### src/rtl/stopwatch_lap_counter.sv
// Stopwatch timing core: BCD m:ss.t counter with start/stop/resume, lap-hold and clear.
// Optional lap-hold (LAP state + snapshot register) is built only when STOPWATCH_LAP_EN is defined.

// One BCD digit of the chain; wraps at MAX and reports carry on the wrapping increment.
module stopwatch_lap_digit #(
  parameter int MAX = 9
) (
  input  logic       clk,
  input  logic       resetN,
  input  logic       clr,
  input  logic       inc,
  output logic [3:0] q,
  output logic       carry
);
  assign carry = inc && (q == 4'(MAX));

  always_ff @(posedge clk or negedge resetN) begin
    if (!resetN)  q <= '0;
    else if (clr) q <= '0;
    else if (inc) q <= carry ? 4'd0 : q + 4'd1;
  end
endmodule

module stopwatch_lap_counter #(
  parameter int TICK_DIV = 5000000
) (
  input  logic       clk,
  input  logic       resetN,
  input  logic       start_resume,
  input  logic       stop,
  input  logic       lapClear,
  output logic [3:0] swMin,
  output logic [3:0] swSec1,
  output logic [3:0] swSec0,
  output logic [3:0] swTenth,
  output logic       running,
  output logic       lapHeld,
  output logic       overflow
);
  localparam int PW = $clog2(TICK_DIV);

  typedef enum logic [1:0] {
    IDLE  = 2'd0,
    RUN   = 2'd1,
    PAUSE = 2'd2
`ifdef STOPWATCH_LAP_EN
    , LAP = 2'd3
`endif
  } state_t;

  state_t          state, state_nxt;
  logic            prev_start, prev_stop, prev_lap;
  logic            start_p, stop_p, lap_p;
  logic            clr, count_en, tick, lap_mode;
  logic [PW-1:0]   presc;
  logic [4:0]      inc;
  logic [3:0][3:0] live, disp;

  // Button edge detection: only the rising edge of each level acts.
  always_ff @(posedge clk or negedge resetN) begin
    if (!resetN) begin
      prev_start <= 1'b0;
      prev_stop  <= 1'b0;
      prev_lap   <= 1'b0;
    end else begin
      prev_start <= start_resume;
      prev_stop  <= stop;
      prev_lap   <= lapClear;
    end
  end

  assign start_p = start_resume & ~prev_start;
  assign stop_p  = stop & ~prev_stop;
  assign lap_p   = lapClear & ~prev_lap;

`ifdef STOPWATCH_LAP_EN
  logic            snap_ld;
  logic [3:0][3:0] snap;

  assign lap_mode = (state == LAP);
`else
  assign lap_mode = 1'b0;
`endif

  always_ff @(posedge clk or negedge resetN) begin
    if (!resetN) state <= IDLE;
    else         state <= state_nxt;
  end

  // Ignored buttons never block a lower-priority press that does act.
  always_comb begin
    state_nxt = state;
    clr       = 1'b0;
`ifdef STOPWATCH_LAP_EN
    snap_ld   = 1'b0;
`endif
    case (state)
      IDLE:  if (start_p) state_nxt = RUN;
      RUN: begin
        if (stop_p) state_nxt = PAUSE;
`ifdef STOPWATCH_LAP_EN
        else if (lap_p) begin
          state_nxt = LAP;
          snap_ld   = 1'b1;
        end
`endif
      end
`ifdef STOPWATCH_LAP_EN
      LAP: begin
        if (stop_p)     state_nxt = PAUSE;
        else if (lap_p) state_nxt = RUN;
      end
`endif
      PAUSE: begin
        if (lap_p) begin
          state_nxt = IDLE;
          clr       = 1'b1;
        end else if (start_p) begin
          state_nxt = RUN;
        end
      end
      default: state_nxt = IDLE;
    endcase
  end

  // Counting follows the state before the edge, so a stop still lets the tick land.
  assign count_en = (state == RUN) || lap_mode;
  assign tick     = count_en && (presc == PW'(TICK_DIV - 1));

  always_ff @(posedge clk or negedge resetN) begin
    if (!resetN)       presc <= '0;
    else if (clr)      presc <= '0;
    else if (count_en) presc <= tick ? '0 : presc + PW'(1);
  end

  assign inc[0] = tick;

  generate
    for (genvar i = 0; i < 4; i++) begin : g_dig
      localparam int DMAX = (i == 2) ? 5 : 9;
      stopwatch_lap_digit #(.MAX(DMAX)) u_dig (
        .clk    (clk),
        .resetN (resetN),
        .clr    (clr),
        .inc    (inc[i]),
        .q      (live[i]),
        .carry  (inc[i+1])
      );
    end
  endgenerate

  always_ff @(posedge clk or negedge resetN) begin
    if (!resetN)     overflow <= 1'b0;
    else if (clr)    overflow <= 1'b0;
    else if (inc[4]) overflow <= 1'b1;
  end

`ifdef STOPWATCH_LAP_EN
  // Snapshot takes the pre-increment live value.
  always_ff @(posedge clk or negedge resetN) begin
    if (!resetN)      snap <= '0;
    else if (snap_ld) snap <= live;
  end

  assign disp = lap_mode ? snap : live;
`else
  assign disp = live;
`endif

  assign swTenth = disp[0];
  assign swSec0  = disp[1];
  assign swSec1  = disp[2];
  assign swMin   = disp[3];
  assign running = (state == RUN) || lap_mode;
  assign lapHeld = lap_mode;
endmodule

### config.mk
export PLATFORM = sky130hd
export DESIGN_NAME = stopwatch_lap_counter
export DESIGN_NICKNAME = d
export VERILOG_FILES = /design/src/rtl/stopwatch_lap_counter.sv
export SDC_FILE = /design/constraint.sdc
export NUM_CORES = 1
export LEC_CHECK = 0
export ABC_CLOCK_PERIOD_IN_PS = 3700
export CORE_UTILIZATION = 35
export DETAILED_ROUTE_END_ITERATION = 8
export PLACE_DENSITY = 0.55
export SETUP_SLACK_MARGIN = 0.15
export SLEW_MARGIN = 30
export SYNTH_ARGS = -nofsm -noshare
export SYNTH_HDL_FRONTEND = slang
export SYNTH_SLANG_ARGS = --single-unit
### constraint.sdc
create_clock -name clk -period 3.7 [get_ports clk]
set_input_delay 0.37 -clock clk [delete_from_list [all_inputs] [get_ports clk]]
set_output_delay 0.37 -clock clk [all_outputs]
set_load 0.02 [all_outputs]
==> Yosys cells after proc, flatten, opt, wreduce, memory -nomap -nowiden <==
Index checks and enable logic that the tools add are counted.
{ "totals": {"reg_bits": 45, "out_inout_bits": 19, "inputBits": 5, "wordCells": 64} }
{ "op_classes": {"reduce_logical": 12, "n_eq_ne": 8, "n_mux": 23, "add_sub_neg": 5, "bitwise_logic": 6} }
{ "op_table": {"columns": ["operator", "n"], "rows": [
  ["2-to-1 mux 23 bit", 3],
  ["2-to-1 mux 4 bit", 12],
  ["adder 23 x 1 -> 23 bit, second input constant", 1],
  ["equality test 23 bit, second input constant", 1],
  ["adder 4 x 1 -> 4 bit, second input constant", 4],
  ["equality test 4 bit, second input constant", 3],
  ["nonzero test 2 bit", 6],
  ["2-to-1 mux 2 bit", 3],
  ["case mux 2 bit (3 select lines)", 1],
  ["logical AND 1 bit", 5],
  ["equality test 4 x 3 -> 1 bit, second input constant", 1],
  ["2-to-1 mux 1 bit", 4],
  ["bitwise AND 1 bit", 3],
  ["inverter 1 bit", 3],
  ["equality test 2 x 1 -> 1 bit, second input constant", 1],
  ["equality test 2 bit, second input constant", 1],
  ["zero test 2 bit", 1],
  ["!= test 2 bit, second input constant", 1]
]} }

==> Depth between registers and ports, before layout <==
Gate-level depths: netlist (run 1).
{ "depth": {"word_depth": 9, "mapped_depth": 8, "ltp_nobuf": 7} }

==> Hierarchy <==
Synthesis (run 1) repeated with hierarchy kept, for this count alone.
{ "hier_totals": {"hier_cells": 270, "area_unflattened_um2": 2493.6} }
{ "modules_own_cells": {"columns": ["module", "cells_each", "n_inst", "area_each_um2", "seq_area_each_um2"], "rows": [
  ["stopwatch_lap_counter", 167, 1, 1546.5, 725.7],
  ["stopwatch_lap_digit (g_dig[0].u_dig ...)", 26, 3, 237.7, 100.1],
  ["stopwatch_lap_digit (g_dig[2].u_dig)", 25, 1, 234.0, 100.1]
]} }

==> Worst setup path after synthesis (run 1) <==
OpenSTA, ideal clock, no wires.
{ "synth_path": {"kind": "reg2reg", "start": "register state[1]", "end": "register g_dig[0].u_dig.q[1]", "setup_slack_ps": 1641, "required_time_ps": 3622, "period_less_slack_ps": 2059, "setup_time_ps": 78, "t_arrival_ps": 1980, "path_buffers": 1, "stages_incl_launch_ff": 8, "cell_sequence": "dfrtp_1 > nand2b_2 > inv_2 > nand3_1 > or4_1 > buf_2 > or3_1 > a21oi_1"} }
{ "synth_between": {"elab_chain_cells": 6, "word_cells_on_any_way": 9, "classes_between": "2 x eq/ne; 4 x mux; 3 x reduce/logical"} }
{ "synth_lines": {"columns": ["element", "line_no", "text"], "rows": [
  ["from (decl)", "51", "state_t state, state_nxt;"],
  ["from (signal assigned)", "87", "else state <= state_nxt;"],
  ["equality test 2 x 1 -> 1 bit (*)", null, null],
  ["named net running", "36", "output logic running,"],
  ["logical AND 1 bit (*)", "128", "assign tick = count_en && (presc == PW'(TICK_DIV - 1));"],
  ["logical AND 1 bit", "15", "assign carry = inc && (q == 4'(MAX));"],
  ["2-to-1 mux 4 bit (2 in series)", "20", "else if (inc) q <= carry ? 4'd0 : q + 4'd1;"],
  ["2-to-1 mux 4 bit", "19", "else if (clr) q <= '0;"],
  ["to (signal assigned)", "20", null],
  ["to (decl)", "12", "output logic [3:0] q,"]
]} }
The timed path passes the listed nets; every way through them passes the cells marked *. The select of a mux whose other input is x is not followed.
A chain may end at the register's enable or synchronous reset.

==> Final worst setup path (run 1) <==
{ "layout_path": {"start": "register presc[0]", "end": "register g_dig[3].u_dig.q[2]"} }
{ "layout_between": {"elab_chain_cells": 9, "word_cells_on_any_way": 10, "classes_between": "1 x eq/ne; 3 x mux; 6 x reduce/logical"} }
{ "layout_lines": {"columns": ["element", "line_no", "text"], "rows": [
  ["from (decl)", "55", "logic [PW-1:0] presc;"],
  ["from (signal assigned)", "133", "else if (count_en) presc <= tick ? '0 : presc + PW'(1);"],
  ["equality test 23 bit (*)", "128", null],
  ["logical AND 1 bit (*)", "128", null],
  ["logical AND 1 bit (*) (3 in series)", "15", null],
  ["logical AND 1 bit", "15", null],
  ["2-to-1 mux 4 bit (2 in series)", "20", null],
  ["2-to-1 mux 4 bit", "19", null],
  ["to (signal assigned)", "20", null],
  ["to (decl)", "12", null]
]} }
Every way passes the cells marked *; elsewhere a longest branch is shown, timed or not. The select of a mux whose other input is x is not followed.

==> results by group, run 1 <==
Finish
  – Finished Cell Area: 2889 um2
  – Fin nets: 297
  – Share of layout cells above drive strength 1: 0.06360
  – Ant. Diodes: 0
  – P&R area growth vs syn: 17.03%

Clock network
  – Clk_lat worst skew: 290 ps
  – CTS tree: done
  – # H-tree levels: 2
  – CTS buffer count: 5
  – Clk sinks: 45
  – Clk buf depth: 2
  – Clock slew at reported path FFs: 80 ps
  – Post-CTS Setup Bufs: 0
  – Cts repair resizes: 0
  – Hold bufs inserted after CTS: 0
  – Root Buffer: clkbuf_8

Place
  – Hpwl dp: 3.586 mm
  – IO buf count: 22
  – Placement Cell Area: 2793 um2
  – GPL Wtd Cong: 0.7629

Floorplan
  – Row cnt: 30
  – Num ports: 24
  – Core box area: 6794 um2
  – Initial core utilization: 0.3634
  – Die X: 85.99 um
  – Die H: 85.99 um
  – Die area: 7393 um2

Pwr
  – Lkg Pwr: 1.201 nW
  – Cell Pwr Density: 678.1 nW/um2
  – Max VDD drop: 0.2891 mV

Route
  – Post-Route WL: 5.212 mm
  – DRC: 0
  – Routed WL per cell: 13.75 um
  – Post-route ant nets: 0
  – Vias per cell: 5.135
  – 1st-pass router iterations: 4
  – Vias: 1946
  – Detailed Route Iter0 Violations: 154

Logic synthesis
  – Post-synth EDFFs: 0
  – Register area share after synthesis: 0.4562
  – Synthesized Nets: 275
  – Cell Area, Synth: 2469 um2
  – Yosys reg bits: 45
  – Synth Area per Inst: 9.458 um2
  – Async SR Flop Fraction: 1.000
  – Top_reg_cell synth: dfrtp_1
  – YS warnings: 0
  – Netlist cell types: 45
  – Syn Inst Count: 261

Timing
  – Measured slew at the worst slew-check pin: 748.3 ps
  – Setup TNS: 0 ps
  – Rel. slew slack: 0.4882
  – Max frequency: 384.9 MHz
  – RSZ-0062 raised after global routing: false
  – Tcrit/Tclk final: 0.7023
  – Slew Viols, Final: 0
  – Min cycle time layout: 2598 ps
  – Final hold violations: 0
  – Clk_skew: 4.168 ps
  – # setup viols final: 0

Worst setup path
  – Critical path class: flop to flop
  – Worst Path Max Fanout: 20
  – Critical Path AT: 2830 ps
  – Critical path cell sequence: ha_1, nand4b_1, nor4_4, nand3_1, or4_1, a21oi_1
  – Slowest cell on crit path: or4_1
  – CP Capture Type: flop
  – Buffers & Inverters on Critical Path: 0
  – Top Family by Delay on Critical Path: simple AND/OR/NAND/NOR gates
  – Startpoint Class: flop
  – Slowest stage delay, CP: 660 ps
  – Worst Path Required: 3930 ps

Flow run
  – Max_cap viols: 0

GRT
  – Largest net degree at the start of global routing: 46
  – First-pass GRT wire length: 8.949 mm
  – Initial antenna violation count: 0
  – Final global-route overflow total: 0
  – Vias in the first global route: 1812
  – GRT Total Usage: 0.1541

Hold path
  – Hold/Removal Path Class: input port to async pin

Run status
  – Status: finished clean
-- layout by cell type, fill, tap and decap left out, drive strengths merged, types with 3 or more instances in the layout --
cell            n
nand3b          3
nor4            3
a21oi          17
clkbuf          7
and3b           4
mux2i           3
o21ai          15
clkdlybuf4s50  21
nand2b          3
and2            6
dfrtp          45
nand2          20
nand4          14
nand3          11
or4             7
ha              9
xnor2           5
nor2           30
xor2            9
a31oi           8
or3             7
inv            11
-- cell usage after synthesis, types with 5 or more instances --
cell | n | area (um2)
o21ai_0 | 15 | 75.07
nand4_1 | 14 | 87.58
a31oi_1 | 8 | 50.05
xor2_1 | 9 | 78.83
clkbuf_1 | 5 | 18.77
dfrtp_1 | 45 | 1126
or4_1 | 7 | 52.55
or3_1 | 7 | 43.79
a21oi_1 | 17 | 85.08
nor2_1 | 30 | 112.6
ha_1 | 9 | 112.6
nand3_1 | 11 | 55.05
nand2_1 | 20 | 75.07
xnor2_1 | 5 | 43.79
and2_1 | 6 | 37.54
inv_1 | 10 | 37.54
-- flip-flops by register name, summed over array words and instances, names as in the netlist --
signal / count
g_dig.u_dig.q: 16
overflow: 1
presc: 23
prev_lap: 1
prev_start: 1
prev_stop: 1
state: 2
-- cells by family (layout without fill, tap and decap cells) --
| kind of cell | count (synthesis) | after routing | share of synthesized area |
|---|---|---|---|
| AOI/OAI and AO/OA | 47 | 47 | 0.1105 |
| xor gates and xnor gates | 14 | 14 | 0.04967 |
| adders and majority gates | 9 | 9 | 0.04562 |
| buffers and inverters | 19 | 41 | 0.03143 |
| DFF | 45 | 45 | 0.4562 |
| muxes | 4 | 4 | 0.01673 |
| other | 1 | 1 | 0.001519 |
| and+or+nand+nor | 122 | 122 | 0.2884 |
-- power by group --
part           total, mW  leakage, nW  internal [mW]  switching [mW]
combinational      0.798        0.585          0.366           0.432
clock              0.311       0.0443          0.149           0.163
sequential         0.850        0.573          0.646           0.204
-- worst paths after layout --
kind,startpoint,endpoint,slack (ps),depth (start not counted)
setup / recovery,presc[0],g_dig[3].u_dig.q[2],1100,6
hold / removal,resetN,g_dig[2].u_dig.q[2],70,1
setup reg to reg,presc[0],g_dig[3].u_dig.q[2],1100,6
hold reg to reg,presc[11],presc[11],530,1
max in group asynchronous,resetN,g_dig[3].u_dig.q[1],3230,1
min in group clk,presc[11],presc[11],530,1
-- layout make-up --
type	instances	area (um2)
Timing Repair Buffer	23	225.2
Sequential cell	45	1126
Tap cell	96	120.1
Inverter	11	41.29
Clock buffer	7	86.33
Fill cell	680	3905
Multi-Input combinational cell	197	1290
-- layer usage --
metal / up-vias / GRT usage / share of wire
li1: 988 / - / -
met5: - / 0 / 0
met1: 914 / 0.2260 / 0.51
met2: 38 / 0.2280 / 0.44
met3: 6 / 0.02887 / 0.031
met4: 0 / 0.05000 / 0.011
-- worst reg2reg max path: cells and delay by family, from the launching register on --
| kind | cells | cell delay, ps |
|---|---|---|
| adder cells (fa/ha/maj) | 1 | 260 |
| AND/OR/NAND/NOR | 4 | 1720 |
| AO/OA/AOI/OAI | 1 | 150 |
| flip-flops | 1 | 400 |
-- per-stage QoR --
step | worst slack [ps] | power, mW | util | hold slack [ps] | cells
floorplan | 1641 | 1.309 | - | 74.41 | 261
global placement | 1197 | 1.651 | 0.4107 | 514.0 | 372
detailed placement | 1148 | 1.662 | 0.4111 | 420.5 | 372
CTS | 1126 | 1.984 | 0.4238 | 91.81 | 379
global route | 780.0 | 2.106 | 0.4252 | 114.8 | 379
finish | 1102 | 1.959 | 0.4252 | 66.53 | 379
Power figures use the tool's default switching activity.
==> run 2, diff against run 1 <==
Settings changed: ABC_CLOCK_PERIOD_IN_PS 3700 to 2300, PLACE_DENSITY 0.55 to 0.57.
Clock period 3.7 ns to 2.3 ns, I/O delays scaled along.
==> run 2 against run 1 <==
  * Global-route usage up 0.95 points
  * Via count up 6.2%
  * Final cell count rose by 5.3%
  * Clock-buffer cell count unchanged
  * Sequential share of layout area shrank 2.3 points
  * Combinational power rose by 77%
  * Clock skew increased by 3.9 ps
  * Flip-flop and latch count stayed put
  * Wire length is 7.0% higher
  * Total power grew 73%
  * First-iteration DRC count fell by 37%
==> results by group, run 2 (same netlist as run 1, synthesis figures left out) <==
Run status
  – Status: finished clean

Floorplan
  – Die area: 7393 um2 (unchanged)
  – Row cnt: 30 (unchanged)
  – Initial core utilization: 0.3634 (unchanged)
  – Die H: 85.99 um (unchanged)
  – Core box area: 6794 um2 (unchanged)
  – Num ports: 24 (unchanged)
  – Die X: 85.99 um (unchanged)

Hold path
  – Hold/Removal Path Class: input port to async pin

Finish
  – Most frequent cells in the layout: dfrtp_1 (40), nor2_1 (30), clkdlybuf4s50_1 (21)
  – Fin nets: 316 (+6.4%)
  – P&R area growth vs syn: 24.99%
  – Biggest regs: presc (23), g_dig.u_dig.q (16), state (2)
  – Commonest non-fill, non-tap cell in the layout: dfrtp_1
  – Ant. Diodes: 0 (unchanged)
  – Share of layout cells above drive strength 1: 0.1353 (+0.07171)
  – Biggest register: presc
  – Max reg flops: 23 (unchanged)
  – Filler Cell Count: 676 (-0.59%)
  – Final core occ: 0.4541 (+0.02891)
  – Finished Cell Area: 3085 um2 (+6.8%)

Worst setup path
  – Worst Path Max Fanout: 6 (-70%)
  – Slowest stage delay, CP: 580 ps (-80 ps)
  – Critical path origin: presc[10]
  – R2r setup slk: 220 ps (-880 ps)
  – Critical path class: flop to flop
  – Worst Path Required: 2520 ps (-1410 ps)
  – Buffers & Inverters on Critical Path: 0 (unchanged)
  – Startpoint Class: flop
  – Critical Path AT: 2300 ps (-530 ps)
  – Top Family by Delay on Critical Path: simple AND/OR/NAND/NOR gates
  – R2R depth: 5 (-1)
  – CP Capture Type: flop
  – Slowest cell on crit path: or4_4
  – Critical R2R Capture: g_dig[0].u_dig.q[1]
  – Critical path cell sequence: nor4b_4, nand4_1, or4_4, or3_1, a21oi_1
  – Worst R2R Start: presc[10]

GRT
  – Final global-route overflow total: 0 (unchanged)
  – Vias in the first global route: 1930 (+6.5%)
  – First-pass GRT wire length: 9.480 mm (+5.9%)
  – GRT Total Usage: 0.1636 (+0.009542)
  – Initial antenna violation count: 0 (unchanged)
  – Largest net degree at the start of global routing: 21 (-54%)

Timing
  – # setup viols final: 0 (unchanged)
  – Clk_skew: 8.063 ps (+3.895 ps)
  – Slew Viols, Final: 0 (unchanged)
  – Max frequency: 480.6 MHz (+25%)
  – RSZ-0062 raised after global routing: true
  – Tcrit/Tclk final: 0.9047 (+0.2024)
  – Min cycle time layout: 2081 ps (-517.6 ps)
  – Final hold violations: 0 (unchanged)
  – Setup TNS: 0 ps (unchanged)

Route
  – DRC: 0 (unchanged)
  – Detailed Route Iter0 Violations: 97 (-37%)
  – Vias per cell: 5.180 (+0.89%)
  – Routed WL per cell: 13.98 um (+1.6%)
  – Post-Route WL: 5.577 mm (+7.0%)
  – Post-route ant nets: 0 (unchanged)
  – Vias: 2067 (+6.2%)
  – 1st-pass router iterations: 6 (+2)

Clock network
  – CTS buffer count: 5 (unchanged)
  – Clk sinks: 45 (unchanged)
  – Clk buf depth: 2 (unchanged)
  – Root Buffer: clkbuf_8
  – Clk_lat worst skew: 300 ps (about the same)
  – # H-tree levels: 2 (unchanged)
  – CTS tree: done
  – Clock slew at reported path FFs: 80 ps (about the same)

Place
  – Placement Cell Area: 2893 um2 (+3.6%)
  – GPL Wtd Cong: 0.7908 (+3.7%)
  – IO buf count: 22 (unchanged)
  – Hpwl dp: 4.013 mm (+12%)

Pwr
  – Combinational Power Share: 0.415 (+0.008)
  – Sequential power share: 0.402 (-0.032)
  – P_sw: 1.331 mW (+67%)
  – P_int: 2.060 mW (+78%)
  – Clk pwr share: 0.183 (+0.024)
  – Cell Pwr Density: 1099 nW/um2 (+62%)
  – Lkg Pwr: 1.310 nW (+9.0%)
  – Max VDD drop: 0.4773 mV (+65%)
  – Sw frac: 0.3926 (-0.01539)

Flow run
  – Max_cap viols: 0 (unchanged)
run 2: power groups by stage:
stage	logic [mW]	registers (mW)	clock network, mW
2_1_floorplan	0.623	1.48	0
4_1_cts	1.38	1.36	0.645
5_1_grt	1.57	1.41	0.672
6_report	1.41	1.36	0.620
3_5_place_dp	1.38	1.37	0
3_3_place_gp	1.36	1.36	0
run 2: how the worst max path moves through the flow:
stage	to	slack, ps	depth (start not counted)
finish	g_dig[0].u_dig.q[1]	220	5
CTS	g_dig[3].u_dig.q[2]	180	7
floorplan	g_dig[0].u_dig.q[1]	240	7
detailed placement	g_dig[0].u_dig.q[1]	160	5
global placement	g_dig[0].u_dig.q[1]	190	5
global route	g_dig[3].u_dig.q[2]	110	7
run 2: through the flow:
stage	hold slack (ps)	std cells	worst slack (ps)	power (mW)
floorplan	-65.59	261	241.5	2.106
global placement	131.4	384	189.0	2.723
detailed placement	129.3	384	164.1	2.745
CTS	337.2	393	178.5	3.387
global route	342.0	399	112.7	3.651
finish	334.7	399	219.2	3.391
run 2: final cells by class:
class                      instances  area (um2)  share of cell area
inverter                          11       41.29             0.01338
multi-input combinational        197        1295              0.4197
sequential                        45        1132              0.3670
timing repair buffer              42       380.4              0.1233
tap                               96       120.1             0.03893
clock inverter                     1       30.03            0.009732
clock buffer                       7       86.33             0.02798
run 2: worst reg2reg max path, cell delays in order (launching register included):
cell and delay [ps]:
dfrtp_2 450, nor4b_4 320, nand4_1 150, or4_4 580, or3_1 360, a21oi_1 150
run 2: timing repair:
item                       4_1_cts  5_1_grt
hold buffers                     1        0
hold endpoints to repair        11        0
pin swaps                        0        4
buffers inserted                 0        6
setup endpoints to repair        1       10
gates resized for setup          1        8
run 2: per-layer routing:
layer / share of wire / global-route usage / vias up / routed length (um)
met5: 0 / 0 / - / 0
met4: 0.011 / 0.05000 / 0 / 63
met3: 0.030 / 0.03465 / 4 / 166
met2: 0.46 / 0.2619 / 39 / 2588
met1: 0.49 / 0.2220 / 1006 / 2758
li1: - / - / 1018 / -
